[src/rtl/display_pkg.sv]
// Shared types, constants and the round-robin pick helper for display_arbiter.
package display_pkg;

    typedef logic [15:0] disp_word_t;

    typedef enum logic [0:0] {
        IDLE = 1'b0,
        HOLD = 1'b1
    } arb_state_t;

    localparam logic [3:0] BLANK_CODE = 4'hF;
    localparam int         MAX_REQ    = 8;

    typedef struct packed {
        logic       found;
        logic [2:0] idx;
    } rr_pick_t;

    // Searches ptr+1, ptr+2, ... modulo num_req and returns the first valid index.
    function automatic rr_pick_t rr_pick(input logic [MAX_REQ-1:0] valid,
                                         input logic [2:0]         ptr,
                                         input int                 num_req);
        rr_pick_t pick;
        int       cand;
        pick = '0;
        for (int k = 1; k <= MAX_REQ; k++) begin
            cand = (int'(ptr) + k) % num_req;
            if ((k <= num_req) && !pick.found && valid[cand[2:0]]) begin
                pick.found = 1'b1;
                pick.idx   = cand[2:0];
            end
        end
        return pick;
    endfunction

endpackage

[src/rtl/rr_arbiter.sv]
// Combinational round-robin picker: first valid requester after ptr wins.
module rr_arbiter
    import display_pkg::*;
#(
    parameter  int NUM_REQ = 3,
    localparam int IDX_W   = $clog2(NUM_REQ)
) (
    input  logic [NUM_REQ-1:0] valid,
    input  logic [IDX_W-1:0]   ptr,
    output logic [IDX_W-1:0]   grant_idx,
    output logic               found
);

    logic [MAX_REQ-1:0] valid_ext;
    logic [2:0]         ptr_ext;
    rr_pick_t           pick;

    assign valid_ext = MAX_REQ'(valid);
    assign ptr_ext   = 3'(ptr);
    assign pick      = rr_pick(valid_ext, ptr_ext, NUM_REQ);
    assign found     = pick.found;
    assign grant_idx = IDX_W'(pick.idx);

endmodule

[src/rtl/display_arbiter.sv]
// Round-robin sharing of the 16-bit display word with minimum hold time and requester-0 preemption.
// Optional idle blanking is enabled with `define DISPLAY_ARBITER_IDLE_BLANK_EN.
module display_arbiter
    import display_pkg::*;
#(
    parameter  int          NUM_REQ     = 3,
    parameter  int          HOLD_CYCLES = 50_000_000,
    parameter  int          IDLE_CYCLES = 500_000_000,
    parameter  logic [15:0] BLANK_WORD  = {4{BLANK_CODE}},
    localparam int          IDX_W       = $clog2(NUM_REQ)
) (
    input  logic                   clk,
    input  logic                   reset,
    input  logic [NUM_REQ-1:0]     req_valid,
    input  logic [16*NUM_REQ-1:0]  req_data,
    output logic [NUM_REQ-1:0]     req_ready,
    output logic [15:0]            display_word,
    output logic                   display_valid,
    output logic [IDX_W-1:0]       display_src,
    output logic                   hold_busy
);

    localparam int               TMR_W      = $clog2(HOLD_CYCLES);
    localparam logic [TMR_W-1:0] TMR_RELOAD = TMR_W'(HOLD_CYCLES - 1);
    localparam logic [0:0]       ST_IDLE    = IDLE;
    localparam logic [0:0]       ST_HOLD    = HOLD;

    logic [0:0]       state;
    logic [TMR_W-1:0] timer;
    logic [IDX_W-1:0] rr_ptr;
    logic [IDX_W-1:0] rr_idx;
    logic [IDX_W-1:0] grant_idx;
    logic             rr_found;
    logic             can_rotate;
    logic             preempt;
    logic             grant;
    logic             blank_now;
    disp_word_t       grant_word;

    rr_arbiter #(.NUM_REQ(NUM_REQ)) u_rr (
        .valid     (req_valid),
        .ptr       (rr_ptr),
        .grant_idx (rr_idx),
        .found     (rr_found)
    );

    // Round-robin may run when idle or on the last hold cycle; otherwise only requester 0 can cut in.
    assign can_rotate = (state == ST_IDLE) || (timer == '0);
    assign preempt    = (state == ST_HOLD) && (timer != '0) && (display_src != '0) && req_valid[0];
    assign grant      = !reset && (preempt || (can_rotate && rr_found));
    assign grant_idx  = preempt ? '0 : rr_idx;
    assign grant_word = req_data[{grant_idx, 4'b0000} +: 16];
    assign req_ready  = grant ? ({{(NUM_REQ-1){1'b0}}, 1'b1} << grant_idx) : '0;
    assign hold_busy  = (state == ST_HOLD);

    always_ff @(posedge clk or posedge reset) begin
        if (reset) begin
            state         <= ST_IDLE;
            timer         <= '0;
            rr_ptr        <= IDX_W'(NUM_REQ - 1);
            display_word  <= '0;
            display_valid <= 1'b0;
            display_src   <= '0;
        end else if (grant) begin
            state         <= ST_HOLD;
            timer         <= TMR_RELOAD;
            display_word  <= grant_word;
            display_valid <= 1'b1;
            display_src   <= grant_idx;
            if (!preempt) begin
                rr_ptr <= grant_idx;
            end
        end else if (state == ST_HOLD) begin
            if (timer == '0) begin
                state <= ST_IDLE;
            end else begin
                timer <= timer - 1'b1;
            end
        end else if (blank_now) begin
            display_word  <= BLANK_WORD;
            display_valid <= 1'b0;
        end
    end

`ifdef DISPLAY_ARBITER_IDLE_BLANK_EN
    localparam int               IDLE_W    = $clog2(IDLE_CYCLES);
    localparam logic [IDLE_W-1:0] IDLE_LAST = IDLE_W'(IDLE_CYCLES - 1);

    logic [IDLE_W-1:0] idle_cnt;

    assign blank_now = (state == ST_IDLE) && !grant && (idle_cnt == IDLE_LAST);

    // Saturates at the last count so the display stays blank until the next grant.
    always_ff @(posedge clk or posedge reset) begin
        if (reset) begin
            idle_cnt <= '0;
        end else if (grant) begin
            idle_cnt <= '0;
        end else if ((state == ST_IDLE) && (idle_cnt != IDLE_LAST)) begin
            idle_cnt <= idle_cnt + 1'b1;
        end
    end
`else
    logic [31:0] unused_idle_cycles;

    assign blank_now          = 1'b0;
    assign unused_idle_cycles = IDLE_CYCLES;
`endif

endmodule
[config.mk]
export PLATFORM = sky130hd
export DESIGN_NAME = display_arbiter
export DESIGN_NICKNAME = d
export VERILOG_FILES = /design/src/rtl/display_pkg.sv /design/src/rtl/rr_arbiter.sv /design/src/rtl/display_arbiter.sv
export SDC_FILE = /design/constraint.sdc
export NUM_CORES = 1
export LEC_CHECK = 0
export BUFFER_PORTS_ARGS = -buffer_cell sky130_fd_sc_hd__buf_2
export CORE_UTILIZATION = 50
export DETAILED_ROUTE_END_ITERATION = 6
export GPL_TIMING_DRIVEN = 0
export PLACE_DENSITY = 0.76
export SLEW_MARGIN = 20
export SYNTH_ARGS = -nofsm -noshare
export SYNTH_HDL_FRONTEND = slang
export SYNTH_HIERARCHICAL = 1
export SYNTH_SLANG_ARGS = --single-unit
[constraint.sdc]
create_clock -name clk -period 7.3 [get_ports clk]
set_clock_uncertainty 0.2 [all_clocks]
set_input_delay 1.46 -clock clk [delete_from_list [all_inputs] [get_ports clk]]
set_output_delay 1.46 -clock clk [all_outputs]
set_load 0.02 [all_outputs]
==> Word-level counts from Yosys, hierarchy flattened <==
Cells that the tools add are included.
W data, S select, Z words.
{ "totals": {"inputBits": 53, "regBits": 48, "output_inout_bits": 23} }
{ "op_classes": {"n_addsub": 4, "n_lt_le_gt_ge": 3, "mux": 17, "shift": 2, "reduce_logical": 18, "div_mod_pow": 3, "bitwise": 2, "n_eq_ne": 1} }
{ "ops": {"columns": ["cell", "n"], "rows": [
  ["$mod A32 B3 Y32 const B", 3],
  ["$mux W26", 3],
  ["$shiftx A48 B7 Y16", 1],
  ["$logic_not A26 Y1", 1],
  ["$reduce_bool A26 Y1", 1],
  ["$sub A26 B1 Y26 const B", 1],
  ["$lt A3 B4 Y1 const B", 3],
  ["$mux W4", 3],
  ["$bmux W1 S3", 3],
  ["$logic_and A1 B1 Y1", 7],
  ["$add A2 B2 Y3 const B", 2],
  ["$mux W1", 6],
  ["$reduce_and A2 Y1", 2],
  ["$reduce_bool A2 Y1", 2],
  ["$add A2 B1 Y3 const B", 1],
  ["$logic_not A1 Y1", 3],
  ["$mux W3", 1],
  ["$shl A1 B2 Y3 const A", 1],
  ["$logic_or A1 B1 Y1", 2],
  ["$mux W2", 1],
  ["$ne A2 B2 Y1 const B", 1],
  ["$not A1 Y1", 2]
]} }

==> Logic depth before layout (Yosys ltp) <==
{ "depth": {"depth_word": 16, "mapped_depth": 14} }

==> Hierarchy <==
Netlist, hierarchy kept.
{ "by_module_without_submodules": {"columns": ["mod", "instances", "area_each_um2", "cells_each"], "rows": [
  ["display_arbiter", 1, 2637.5, 262],
  ["rr_arbiter", 1, 284.0, 35]
]} }

==> Least setup slack after synthesis <==
OpenSTA, ideal clock, no wires.
{ "synth_path": {"kind": "input to output", "from": "input reset", "to": "output req_ready[0]", "cell_stages": 5, "required_time_ns": 5.640, "path_slack_ns": 2.193, "t_arrival_ns": 3.447, "cell_sequence": "inv_1 -> o2111ai_4 -> nand2_4 -> buf_6 -> and2_1"} }
{ "synth_between": {"elab_chain_len": 3} }
{ "synth_rtl": {"columns": ["element", "line_no", "rtl"], "rows": [
  ["start, declared", "display_arbiter.sv:13", "input logic reset,"],
  ["$logic_not A1 Y1 (no source line)", null, null],
  ["$logic_and A1 B1 Y1", "display_arbiter.sv:50", "assign grant = !reset && (preempt || (can_rotate && rr_found));"],
  ["$mux W3", "display_arbiter.sv:53", "assign req_ready = grant ? ({{(NUM_REQ-1){1'b0}}, 1'b1} << grant_idx) : '0;"],
  ["end, declared", "display_arbiter.sv:16", "output logic [NUM_REQ-1:0] req_ready,"]
]} }
No other way between the ends.

==> Worst setup path after layout <==
{ "layout_path": {"from": "input req_valid[0]", "to": "output req_ready[0]"} }
{ "layout_between": {"elab_cells_between_ends": 20, "cone_classes": "shift: 1; mux: 11; reduce/logical: 8"} }
{ "layout_lines": {"columns": ["element", "line_no", "rtl"], "rows": [
  ["start, declared", "display_arbiter.sv:14", "input logic [NUM_REQ-1:0] req_valid,"],
  ["$bmux W1 S3", "display_pkg.sv:28", "if ((k <= num_req) && !pick.found && valid[cand[2:0]]) begin"],
  ["$mux W1 (not written as such)", "display_pkg.sv:28", null],
  ["$mux W4", "display_pkg.sv:28", null],
  ["$logic_not A1 Y1", "display_pkg.sv:28", null],
  ["$logic_and A1 B1 Y1", "display_pkg.sv:28", null],
  ["$mux W4", "display_pkg.sv:28", null],
  ["$logic_not A1 Y1", "display_pkg.sv:28", null],
  ["$logic_and A1 B1 Y1", "display_pkg.sv:28", null],
  ["$mux W4 (*)", "display_pkg.sv:28", null],
  ["net rr_idx[1]", "display_arbiter.sv:31", "logic [IDX_W-1:0] rr_idx;"],
  ["$mux W2 (*)", "display_arbiter.sv:51", "assign grant_idx = preempt ? '0 : rr_idx;"],
  ["$shl A1 B2 Y3 (*)", "display_arbiter.sv:53", null],
  ["$mux W3 (*)", "display_arbiter.sv:53", null]
]} }
The timed path passes the listed nets; every way through them passes the cells marked *. The select of a mux whose other input is x is not followed.

==> flow_summary.yaml <==
routing:
  num_vias: 2620
  vias_per_cell: 5.78
  wire_per_inst_um: 15.1
  ant_nets: 0
  route.detailed.drc: 0
  dr.first_iter.drc_count: 163
  dr.pass1.iters: 6
  drt_wl_total_mm: 6.83
sta:
  finalHoldViolations: 0
  fin_ws_ps: 1580
  relSlewSlack: 0.280
  fmax_ghz: 0.175
  final.setup.tns_ps: 0
  worst_slew_pin_slew_ps: 1070
  rsz0062_at_grt: "false"
  post-route-period-util: 0.783
  timing.hold.ws_ps: 277
  drv_slew: 0
  period_minus_slack_ps: 5720
  setup_viol: 0
placed_design:
  place_hpwl_mm: 5.12
  place_inst: 445
  place_area_um2: 3410
  routabilityCongestion: 0.805
  dp_worst_setup_slack_ps: 1610
  port_buffers: 75
cells_and_area:
  diodes: 0
  fillCellCount: 466
  finalNonFillerCells: 453
  final_core_util: 0.628
  ff_latch_area_um2: 1200
  fin_area_um2: 3500
  layout-drive-gt1-share: 0.278
  multi_input_area_um2: 1540
  syn2layout_area_growth_pct: 19.8
  fin_nets: 442
logic_synthesis:
  postSynthAreaPerCell_um2: 9.84
  ys_seq_elements: 48
  synth.distinct_cells: 53
  synth.top_cell.area_share: 0.403
  mappedNetlistNets: 359
  synth_cells: 297
  synth_edf_count: 0
  ys_seq_area_frac: 0.412
  synthTopCellsByCount: "dfrtp_1, nand2_1, inv_1, a222oi_1, mux2i_1"
  synth_ff_type: "dfrtp_1"
  synth_area_um2: 2920
  synth_top_area_cell: "dfrtp_1"
  synth_area_leaders: "dfrtp_1, a222oi_1, mux2i_1, xor2_1, ha_1"
  synth_warnings: 6
  synth_most_common_cell: "dfrtp_1"
  ys_async_sr_fraction: 1.00
worst_setup_path:
  critical_path_class: "primary input to primary output"
  crit_chain: "buf_2, mux2_4, or2_0, a21o_1, o21ai_0, nor2_1, nor4_1, a21oi_1, clkbuf_1, and2_1, buf_2"
  startpoint_type: "primary input"
  crit_path_max_incr_delay_ps: 490
  cpMostUsedCell: "buf_2"
  cp.arrival_ps: 4060
  path_max_fanout: 10
  critPathSlowestCell: "o21ai_0"
  worstPathRequired_ps: 5640
  crit_path_end_kind: "primary output"
grt:
  grt_max_degree: 29
  grt_pass1_wl_mm: 11.8
  grt_overflow: 0
  grt.total_usage: 0.243
  grt_pass1_vias: 2583
  antenna_found_initial: 0
floorplanning:
  die-width_um: 78.4
  dieArea_um2: 6150
  core_area_um2: 5570
  ios: 76
  rows: 27
  die_y_um: 78.4
  initial_core_util: 0.524
clocking:
  cts_setup_buffers: 0
  insertion_delay_ps: 300
  numClockSinks: 48
  cts_buffers: 5
  clockRootBuffer: "clkbuf_8"
  hold_buffers: 0
  cts_tree: "yes"
  post_cts_resized: 0
  clk_pin_slew_ps: 80
  cts_buffer_depth: 2
  ctsHtreeMaxLevel: 2
outcome:
  status: "finished clean"
pwr:
  power.static_leakage_nw: 1.47
  power.density_nw_per_um2: 224
  vdd_ir_drop_max_v: 0.000119
  finalPower_mw: 0.783
flow_run:
  drv_cap: 0
worst_hold_path:
  holdCritPathClass: "flip-flop to flip-flop"
layout make-up:
class                      count  share of cell area
buffer                        14              0.0297
clock buffer                   7              0.0247
clock inverter                 1             0.00214
inverter                      20              0.0214
multi-input combinational    215               0.440
sequential                    48               0.343
tap                           72              0.0257
timing repair buffer          76               0.113
worst max-delay path: cells and delay by family:
family,cells,cell delay (ps)
buffers and inverters,3,580
and+or+nand+nor,4,780
AOI/OAI and AO/OA,3,960
muxes,1,260
state kept, by name, summed over array words and instances (netlist names):
name and cells:
timer 26, display_word 16, display_src 2, rr_ptr 2, display_valid 1, hold_busy 1
per-layer routing:
| metal | vias to the layer above | GRT usage | part of all wire |
|---|---|---|---|
| met4 | 0 | 0.0722 | 0.011 |
| met3 | 7 | 0.0384 | 0.039 |
| met1 | 1240 | 0.316 | 0.47 |
| li1 | 1286 | - | - |
| met2 | 87 | 0.416 | 0.48 |
| met5 | - | 0 | 0 |
cells in the final DEF, fill, tap and decap left out, drive strengths merged, types with 3 or more instances in the layout:
cell type,synthesis,routed
nand3b,3,3
o211ai,8,8
nand3,13,13
nand2,24,24
inv,20,20
clkbuf,5,12
o21ai,9,9
nand2b,3,3
and2,5,5
nor4,10,10
mux2i,14,14
o31ai,5,5
buf,9,85
nor2,13,13
nor2b,5,5
or3,4,4
dfrtp,47,47
a22oi,3,3
nor3,8,8
o2bb2ai,4,4
a222oi,15,15
xor2,13,13
or4,8,8
nand4,5,5
ha,9,9
a21oi,11,11
report_power, final:
group | switching, mW | internal (mW)
clock network | 0.0892 | 0.0771
registers | 0.0531 | 0.321
logic | 0.142 | 0.100
total | 0.284 | 0.499
worst paths after layout:
path	startpoint	slack, ps	endpoint	cells past startpoint
min reg2reg	display_valid	280	display_valid	1
max in group asynchronous	reset	5360	timer[7]	3
max reg2reg	rr_ptr[1]	3180	display_word[5]	13
max	req_valid[0]	1580	req_ready[0]	11
min in group asynchronous	reset	1010	timer[19]	2
min	display_valid	280	display_valid	1
cells by family (layout without fill, tap and decap cells):
kind of cell               Yosys count  in the layout  share of synthesized area
adders and majority gates            9              9                     0.0385
and+or+nand+nor                    108            108                      0.206
AOI/OAI and AO/OA                   68             68                      0.184
DFF                                 48             48                      0.412
xor gates and xnor gates            14             14                     0.0420
buffers and inverters               34            118                     0.0612
muxes                               16             16                     0.0570
Note: power is estimated with default switching activity, not from simulation.
